--- src/rtl/puf_input_network.sv ---
// puf_input_network: expands one 64-bit base challenge into NUM_PUF per-instance
// challenges with a 64-bit LFSR step, launches the PDL PUFs, waits SETTLE_CYC
// cycles and captures the combined response behind a valid/ready handshake.
// Optional build macro: PUF_INPUT_MAJORITY_EN (3-sample majority vote on the response).
module puf_input_network #(
    parameter int NUM_PUF    = 6,
    parameter int SETTLE_CYC = 16
) (
    input  logic                  clk,
    input  logic                  rst_n,
    input  logic [63:0]           chal_in,
    input  logic                  chal_valid,
    output logic                  chal_ready,
    output logic [64*NUM_PUF-1:0] puf_chal,
    output logic                  puf_enable,
    input  logic                  xor_response,
    output logic                  resp_bit,
    output logic                  resp_valid,
    input  logic                  resp_ready
);

    localparam int IW = $clog2(NUM_PUF + 1);

    typedef enum logic [2:0] {IDLE, EXPAND, SETTLE, SAMPLE, RESP} state_t;

    state_t                   state_q, state_d;
    logic [NUM_PUF-1:0][63:0] chal_q, chal_d;
    logic [IW-1:0]            idx_q, idx_d;
    logic [7:0]               cnt_q, cnt_d;
    logic                     resp_bit_q, resp_bit_d;
    logic                     resp_valid_q, resp_valid_d;
    logic                     puf_enable_q, puf_enable_d;
    logic                     chal_ready_q, chal_ready_d;
`ifdef PUF_INPUT_MAJORITY_EN
    logic [1:0]               samp_q, samp_d;
`endif

    // One LFSR step: shift left, feedback from taps 63/62/60/59.
    function automatic logic [63:0] lfsr_step(input logic [63:0] c);
        return {c[62:0], c[63] ^ c[62] ^ c[60] ^ c[59]};
    endfunction

    // Next-state, challenge expansion, settle/sample counting and registered outputs.
    always_comb begin
        state_d    = state_q;
        chal_d     = chal_q;
        idx_d      = idx_q;
        cnt_d      = cnt_q;
        resp_bit_d = resp_bit_q;
`ifdef PUF_INPUT_MAJORITY_EN
        samp_d     = samp_q;
`endif
        case (state_q)
            IDLE: begin
                if (chal_valid) begin
                    chal_d[0] = chal_in;
                    idx_d     = IW'(1);
                    state_d   = EXPAND;
                end
            end
            EXPAND: begin
                // All slices written: idx has run past the last instance.
                if (idx_q == IW'(NUM_PUF)) begin
                    state_d = SETTLE;
                    cnt_d   = 8'(SETTLE_CYC);
                end else begin
                    for (int k = 1; k < NUM_PUF; k++) begin
                        if (idx_q == IW'(k)) chal_d[k] = lfsr_step(chal_q[k-1]);
                    end
                    idx_d = idx_q + IW'(1);
                end
            end
            SETTLE: begin
                if (cnt_q == 8'd1) begin
                    state_d = SAMPLE;
`ifdef PUF_INPUT_MAJORITY_EN
                    cnt_d   = 8'd2;  // three sample cycles: 2,1,0
`else
                    cnt_d   = 8'd0;
`endif
                end else begin
                    cnt_d = cnt_q - 8'd1;
                end
            end
            SAMPLE: begin
`ifdef PUF_INPUT_MAJORITY_EN
                samp_d = {samp_q[0], xor_response};
                if (cnt_q == 8'd0) begin
                    resp_bit_d = (samp_q[1] & samp_q[0]) | (samp_q[1] & xor_response) |
                                 (samp_q[0] & xor_response);
                    state_d    = RESP;
                end else begin
                    cnt_d = cnt_q - 8'd1;
                end
`else
                resp_bit_d = xor_response;
                state_d    = RESP;
`endif
            end
            RESP: begin
                if (resp_ready) state_d = IDLE;
            end
            default: state_d = IDLE;
        endcase

        chal_ready_d = (state_d == IDLE);
        puf_enable_d = (state_d == SETTLE) || (state_d == SAMPLE);
        resp_valid_d = (state_d == RESP);
    end

    // State and output registers; reset aborts any operation in flight.
    always_ff @(posedge clk or negedge rst_n) begin
        if (!rst_n) begin
            state_q      <= IDLE;
            chal_q       <= '0;
            idx_q        <= '0;
            cnt_q        <= '0;
            resp_bit_q   <= 1'b0;
            resp_valid_q <= 1'b0;
            puf_enable_q <= 1'b0;
            chal_ready_q <= 1'b1;
`ifdef PUF_INPUT_MAJORITY_EN
            samp_q       <= '0;
`endif
        end else begin
            state_q      <= state_d;
            chal_q       <= chal_d;
            idx_q        <= idx_d;
            cnt_q        <= cnt_d;
            resp_bit_q   <= resp_bit_d;
            resp_valid_q <= resp_valid_d;
            puf_enable_q <= puf_enable_d;
            chal_ready_q <= chal_ready_d;
`ifdef PUF_INPUT_MAJORITY_EN
            samp_q       <= samp_d;
`endif
        end
    end

    assign puf_chal   = chal_q;
    assign puf_enable = puf_enable_q;
    assign resp_bit   = resp_bit_q;
    assign resp_valid = resp_valid_q;
    assign chal_ready = chal_ready_q;

endmodule

--- config.mk ---
export PLATFORM = sky130hd
export DESIGN_NAME = puf_input_network
export DESIGN_NICKNAME = d
export VERILOG_FILES = /design/src/rtl/puf_input_network.sv
export SDC_FILE = /design/constraint.sdc
export NUM_CORES = 1
export LEC_CHECK = 0
export CORE_MARGIN = 2
export CORE_UTILIZATION = 51
export DETAILED_ROUTE_END_ITERATION = 8
export PLACE_DENSITY = 0.86
export SYNTH_ARGS = -nofsm -noshare
export SYNTH_HDL_FRONTEND = slang
export SYNTH_SLANG_ARGS = --single-unit
--- constraint.sdc ---
create_clock -name clk -period 3.5 [get_ports clk]
set_input_delay 0.35 -clock clk [delete_from_list [all_inputs] [get_ports clk]]
set_output_delay 0.35 -clock clk [all_outputs]
set_load 0.02 [all_outputs]
* Word-level counts from Yosys, hierarchy flattened *
Index checks and enable logic that the tools add are counted.

word-level totals
  flip-flop bits (word level) = 402
  latch bits = 0
  memory bits (writable) = 0
  ROM bits = 0
  output and inout port bits = 388
  logic and storage cells = 72
  memories kept = 0

cells by class
  add/sub/neg operators = 2
  multipliers = 0
  div/mod/pow operators = 0
  $lt $le $gt $ge = 0
  equality and inequality tests = 17
  shift operators = 0
  muxes and demuxes = 11
  bitwise operators = 16
  reductions and logical operators = 13

operators with widths
  operator                                             number
  equality test 3 x 2 -> 1 bit, second input constant  6
  2-to-1 mux 3 bit                                     6
  AND reduction 3 bit                                  6
  2-to-1 mux 8 bit                                     2
  case mux 8 bit (2 select lines)                      1
  equality test 3 bit, second input constant           5
  case mux 3 bit (5 select lines)                      1
  XOR 1 bit                                            15
  equality test 8 x 1 -> 1 bit, second input constant  1
  subtractor 8 x 1 -> 8 bit, second input constant     1
  equality test 3 x 1 -> 1 bit, second input constant  2
  zero test 3 bit                                      2
  inequality test 2 bit, second input constant         3
  case mux 3 bit (2 select lines)                      1
  AND reduction 2 bit                                  2
  nonzero test 2 bit                                   2
  adder 3 x 1 -> 3 bit, second input constant          1
  logical OR 1 bit                                     1
  NOT 1 bit                                            1

* Longest topological paths before layout *
  depth after elaboration = 5
  depth in mapped cells = 7

* Worst setup path after synthesis *
OpenSTA, ideal clock, no wires.

  kind = register to register
  from = register idx_q[0]
  to = register chal_q (netlist bit puf_chal[259])
  library setup time = 0.125 ns
  arrival time = 2.101 ns
  data required time = 3.375 ns
  path slack = 1.274 ns
  stages on the path, launching flop included = 7
  period minus slack after synthesis = 2.226 ns
  path through = dfrtp_1 -> inv_1 -> ha_1 -> a2111oi_4 -> nand3_2 -> buf_1 -> mux2_2

on the way
  cells in the longest elaborated chain, start to end = 3
  elaborated cells on any way between the ends = 4
  those cells by class = 2 x eq/ne; 1 x bitwise; 1 x reduce/logical

RTL lines
  item                                    RTL line  source
  start: declaration                      28        logic [IW-1:0] idx_q, idx_d;
  start signal: assignment                128       idx_q <= idx_d;
  equality test 3 bit                     63        if (idx_q == IW'(NUM_PUF)) begin
  NOT 1 bit (no source line)              n/a
  AND reduction 3 bit (no source line) *  n/a
  end signal: assignment                  127       chal_q <= chal_d;
  end: declaration                        27        logic [NUM_PUF-1:0][63:0] chal_q, chal_d;

Every way passes the cells marked *; elsewhere a longest branch is shown, timed or not.
A chain may end at the register's enable or synchronous reset.

* Worst setup path after layout *
  from = register idx_q[0]
  to = register chal_q (netlist bit puf_chal[318])

The elaborated chain is that of the path after synthesis.

==> impl_metrics.toml <==
[synthesis]
synthMuxAreaShare = 0.2372
syn_area_um2 = 15230
synth-simple-area-share = 0.06195
synth_compound_area_frac = 0.01052
syn_inst = 1056
synth_cell_type_count = 36
ys_seq_area_frac = 0.6606
synth_top_family_by_area = "multiplexers"
ys_ff_latch = 402
synthXorXnorAreaFrac = 0.009201
synth_fp_nets = 1132
syn_area_per_cell_um2 = 14.42
synthAdderAreaFrac = 0.005751
yosysWarnings = 0

[run_status]
status = "finished, final reports clean"

[layout]
syn2layout_area_growth_pct = 43.69
stdcell_area_um2 = 21880
drive_gt1_frac = 0.2647
ff_latch_area_um2 = 10060
fin_nets = 1606
final_cells = 1956
multi_input_area_um2 = 4985
fillers = 1884

[global_route]
overflow = 0
grt.total_usage = 0.2659
grt_pass1_wl_um = 63410
antenna_found_initial = 2
grt_pass1_vias = 10470
grt_max_degree = 92

[clocking]
htreeDepth = 2
cts_sinks = 402
tritoncts = "yes"
cts_root_buffer = "clkbuf_16"
cts_buffers = 42
clk_pin_slew_worst_paths_ns = 0.06
cts_resized = 0
clk_latency_ns = 0.53
clockBufferDepth = 3

[critical_path]
timing.rr.end = "puf_chal[318]"
critPathKind = "reg -> reg"
path_max_fanout = 38
start_kind = "flop"
r2r_cells = 6
required_ns = 3.89
endpoint = "puf_chal[318]"
rrSetupSlack_ns = 0.99
crit_start = "idx_q[0]"
crit_path_end_kind = "flop"
arrival_ns = 2.90
reg2reg_from = "idx_q[0]"

[floorplanning]
die_x_um = 176.8
core_um2 = 29560
rows = 63
die_h_um = 176.8
start_util = 0.5152
die-area_um2 = 31260
pin_count = 457

[sta]
min_period_ns = 2.508
rsz0062_at_grt = "no"
finClkSkew_ns = 0.02092
final-hold-violation-count = 0
fin_setup_tns_ns = 0
maxSlewHeadroom = 0.4086
setup_ws_ns = 0.9916
maxSlewViolCount = 0
worst_pin_slew_ns = 0.8747
finalSetupViolations = 0
timing.fmax_mhz = 398.7
period_share = 0.7167

[place]
dp.cells = 1875
dp_hpwl_um = 29030
placed_cell_area_um2 = 20360
pre_cts_ws_ns = 0.9935
routabilityCongestion = 0.8413
port_buffers = 456

[pwr]
power_mw = 22.86
total_leakage_power_nw = 10.25
ir_drop_uv = 712.1
powerDensity_nw_per_um2 = 1045

[routing]
dr.pass1.iters = 4
antenna_left = 0
wirelength_um = 42040
vias = 10290
wl_per_cell_um = 21.49
via_per_inst = 5.260
drc_errors = 0
drt_iter0_drc = 553

[min_path]
hp-class = "in -> reg"

[run]
drv_cap = 0
worst max-delay path, stage by stage (launching register included):
cell	delay (ns)
dfrtp_1	0.41
inv_1	0.08
ha_1	0.28
a2111oi_4	0.79
nand3_4	0.11
buf_4	0.32
mux2_1	0.38
cell usage after synthesis (all sizes together):
| cell | n | area, um2 |
|---|---|---|
| nor4 | 2 | 12.51 |
| dfstp | 1 | 26.28 |
| o31ai | 1 | 7.510 |
| a31oi | 6 | 37.54 |
| a22o | 1 | 8.760 |
| o21a | 1 | 7.510 |
| nand3 | 2 | 20.02 |
| o22ai | 2 | 12.51 |
| clkbuf | 29 | 108.9 |
| nand4b | 1 | 8.760 |
| a2111oi | 1 | 27.53 |
| nor3 | 4 | 20.02 |
| ha | 7 | 87.58 |
| nand2b | 3 | 18.77 |
| mux2i | 2 | 20.02 |
| a21oi | 6 | 30.03 |
| dfrtp | 401 | 10030 |
| nand3b | 3 | 22.52 |
| buf | 20 | 90.09 |
| inv | 7 | 26.28 |
| or4b | 1 | 10.01 |
| xor2 | 3 | 26.28 |
| xnor2 | 13 | 113.9 |
| or3 | 1 | 6.260 |
| nor3b | 1 | 7.510 |
| o21ai | 4 | 20.02 |
| or3b | 1 | 8.760 |
| nand2 | 207 | 779.5 |
| nor2 | 3 | 11.26 |
| a211o | 1 | 8.760 |
| nor4b | 2 | 17.52 |
| mux2 | 319 | 3592 |
stage by stage:
step           hold WS [ns]    util
2_1_floorplan       0.05441       -
3_3_place_gp         0.4338  0.6887
3_5_place_dp         0.4306  0.6887
4_1_cts              0.3333  0.7401
5_1_grt              0.3549  0.7403
6_report             0.3517  0.7403
registers in the layout (all words and copies together), names as in the netlist:
name and flops:
puf_chal 384, cnt_q 8, idx_q 3, state_q 3, chal_ready 1, puf_enable 1, resp_bit 1, resp_valid 1
how the worst min path moves through the flow:
stage	from	to	cells after the start
after floorplan	rst_n	cnt_q[0]	0
after global placement	rst_n	puf_chal[381]	1
after detailed placement	rst_n	puf_chal[57]	1
after CTS	chal_in[52]	puf_chal[52]	3
after global routing	chal_in[45]	puf_chal[45]	3
final	chal_in[52]	puf_chal[52]	3
where the power goes:
part	leakage [nW]	internal [mW]	switching [mW]	total, mW
registers	5.19	6.50	1.55	8.05
logic	4.31	5.03	5.06	10.1
clock network	0.750	2.92	1.81	4.73
layer usage:
| layer | track usage | share of wire | up-vias |
|---|---|---|---|
| li1 | - | - | 4564 |
| met1 | 0.3319 | 0.39 | 5263 |
| met2 | 0.4578 | 0.51 | 357 |
| met3 | 0.04725 | 0.051 | 105 |
| met4 | 0.1129 | 0.045 | 0 |
| met5 | 0 | 0 | - |
placed cells by master, fill, tap and decap left out, drive strengths merged:
| cell type | synthesis | layout |
|---|---|---|
| nor2 | 3 | 3 |
| a22o | 1 | 1 |
| nand3b | 3 | 3 |
| diode | 0 | 2 |
| mux2 | 319 | 319 |
| nand4b | 1 | 1 |
| nand2 | 207 | 207 |
| dlygate4sd3 | 0 | 1 |
| clkinv | 0 | 9 |
| nor4 | 2 | 2 |
| o21a | 1 | 1 |
| nor3b | 1 | 1 |
| xor2 | 3 | 3 |
| buf | 20 | 23 |
| o31ai | 1 | 1 |
| a2111oi | 1 | 1 |
| o21ai | 4 | 4 |
| a31oi | 6 | 6 |
| clkbuf | 29 | 64 |
| clkdlybuf4s50 | 0 | 455 |
| dfrtp | 401 | 401 |
| dfstp | 1 | 1 |
| bufinv | 0 | 4 |
| mux2i | 2 | 2 |
| or3 | 1 | 1 |
| nand3 | 2 | 2 |
| o22ai | 2 | 2 |
| clkinvlp | 0 | 1 |
| inv | 7 | 7 |
| nor3 | 4 | 4 |
| xnor2 | 13 | 13 |
| or4b | 1 | 1 |
| or3b | 1 | 1 |
| nand2b | 3 | 3 |
| ha | 7 | 7 |
| nor4b | 2 | 2 |
| a21oi | 6 | 6 |
| a211o | 1 | 1 |
cell families after synthesis:
family	Yosys count
AOI/OAI and AO/OA	23
DFF	402
adders and majority gates	7
buffers and inverters	56
and+or+nand+nor	231
xor gates and xnor gates	16
muxes	321
final cells by class:
type,count,area share
flip-flops and latches,402,0.4597
diodes,2,0.0002287
inverters,7,0.001201
clock inverters,14,0.008405
multi-input cells,598,0.2278
repair buffers,479,0.2197
well taps,390,0.02230
clock buffers,64,0.06066
timing repair:
item | 4_1_cts | 5_1_grt
hold buffers | 1 | 0
setup buffers | 0 | 0
setup endpoints to repair | 0 | 0
hold endpoints to repair | 85 | 0
No activity file was read; power rests on OpenSTA's default activity.
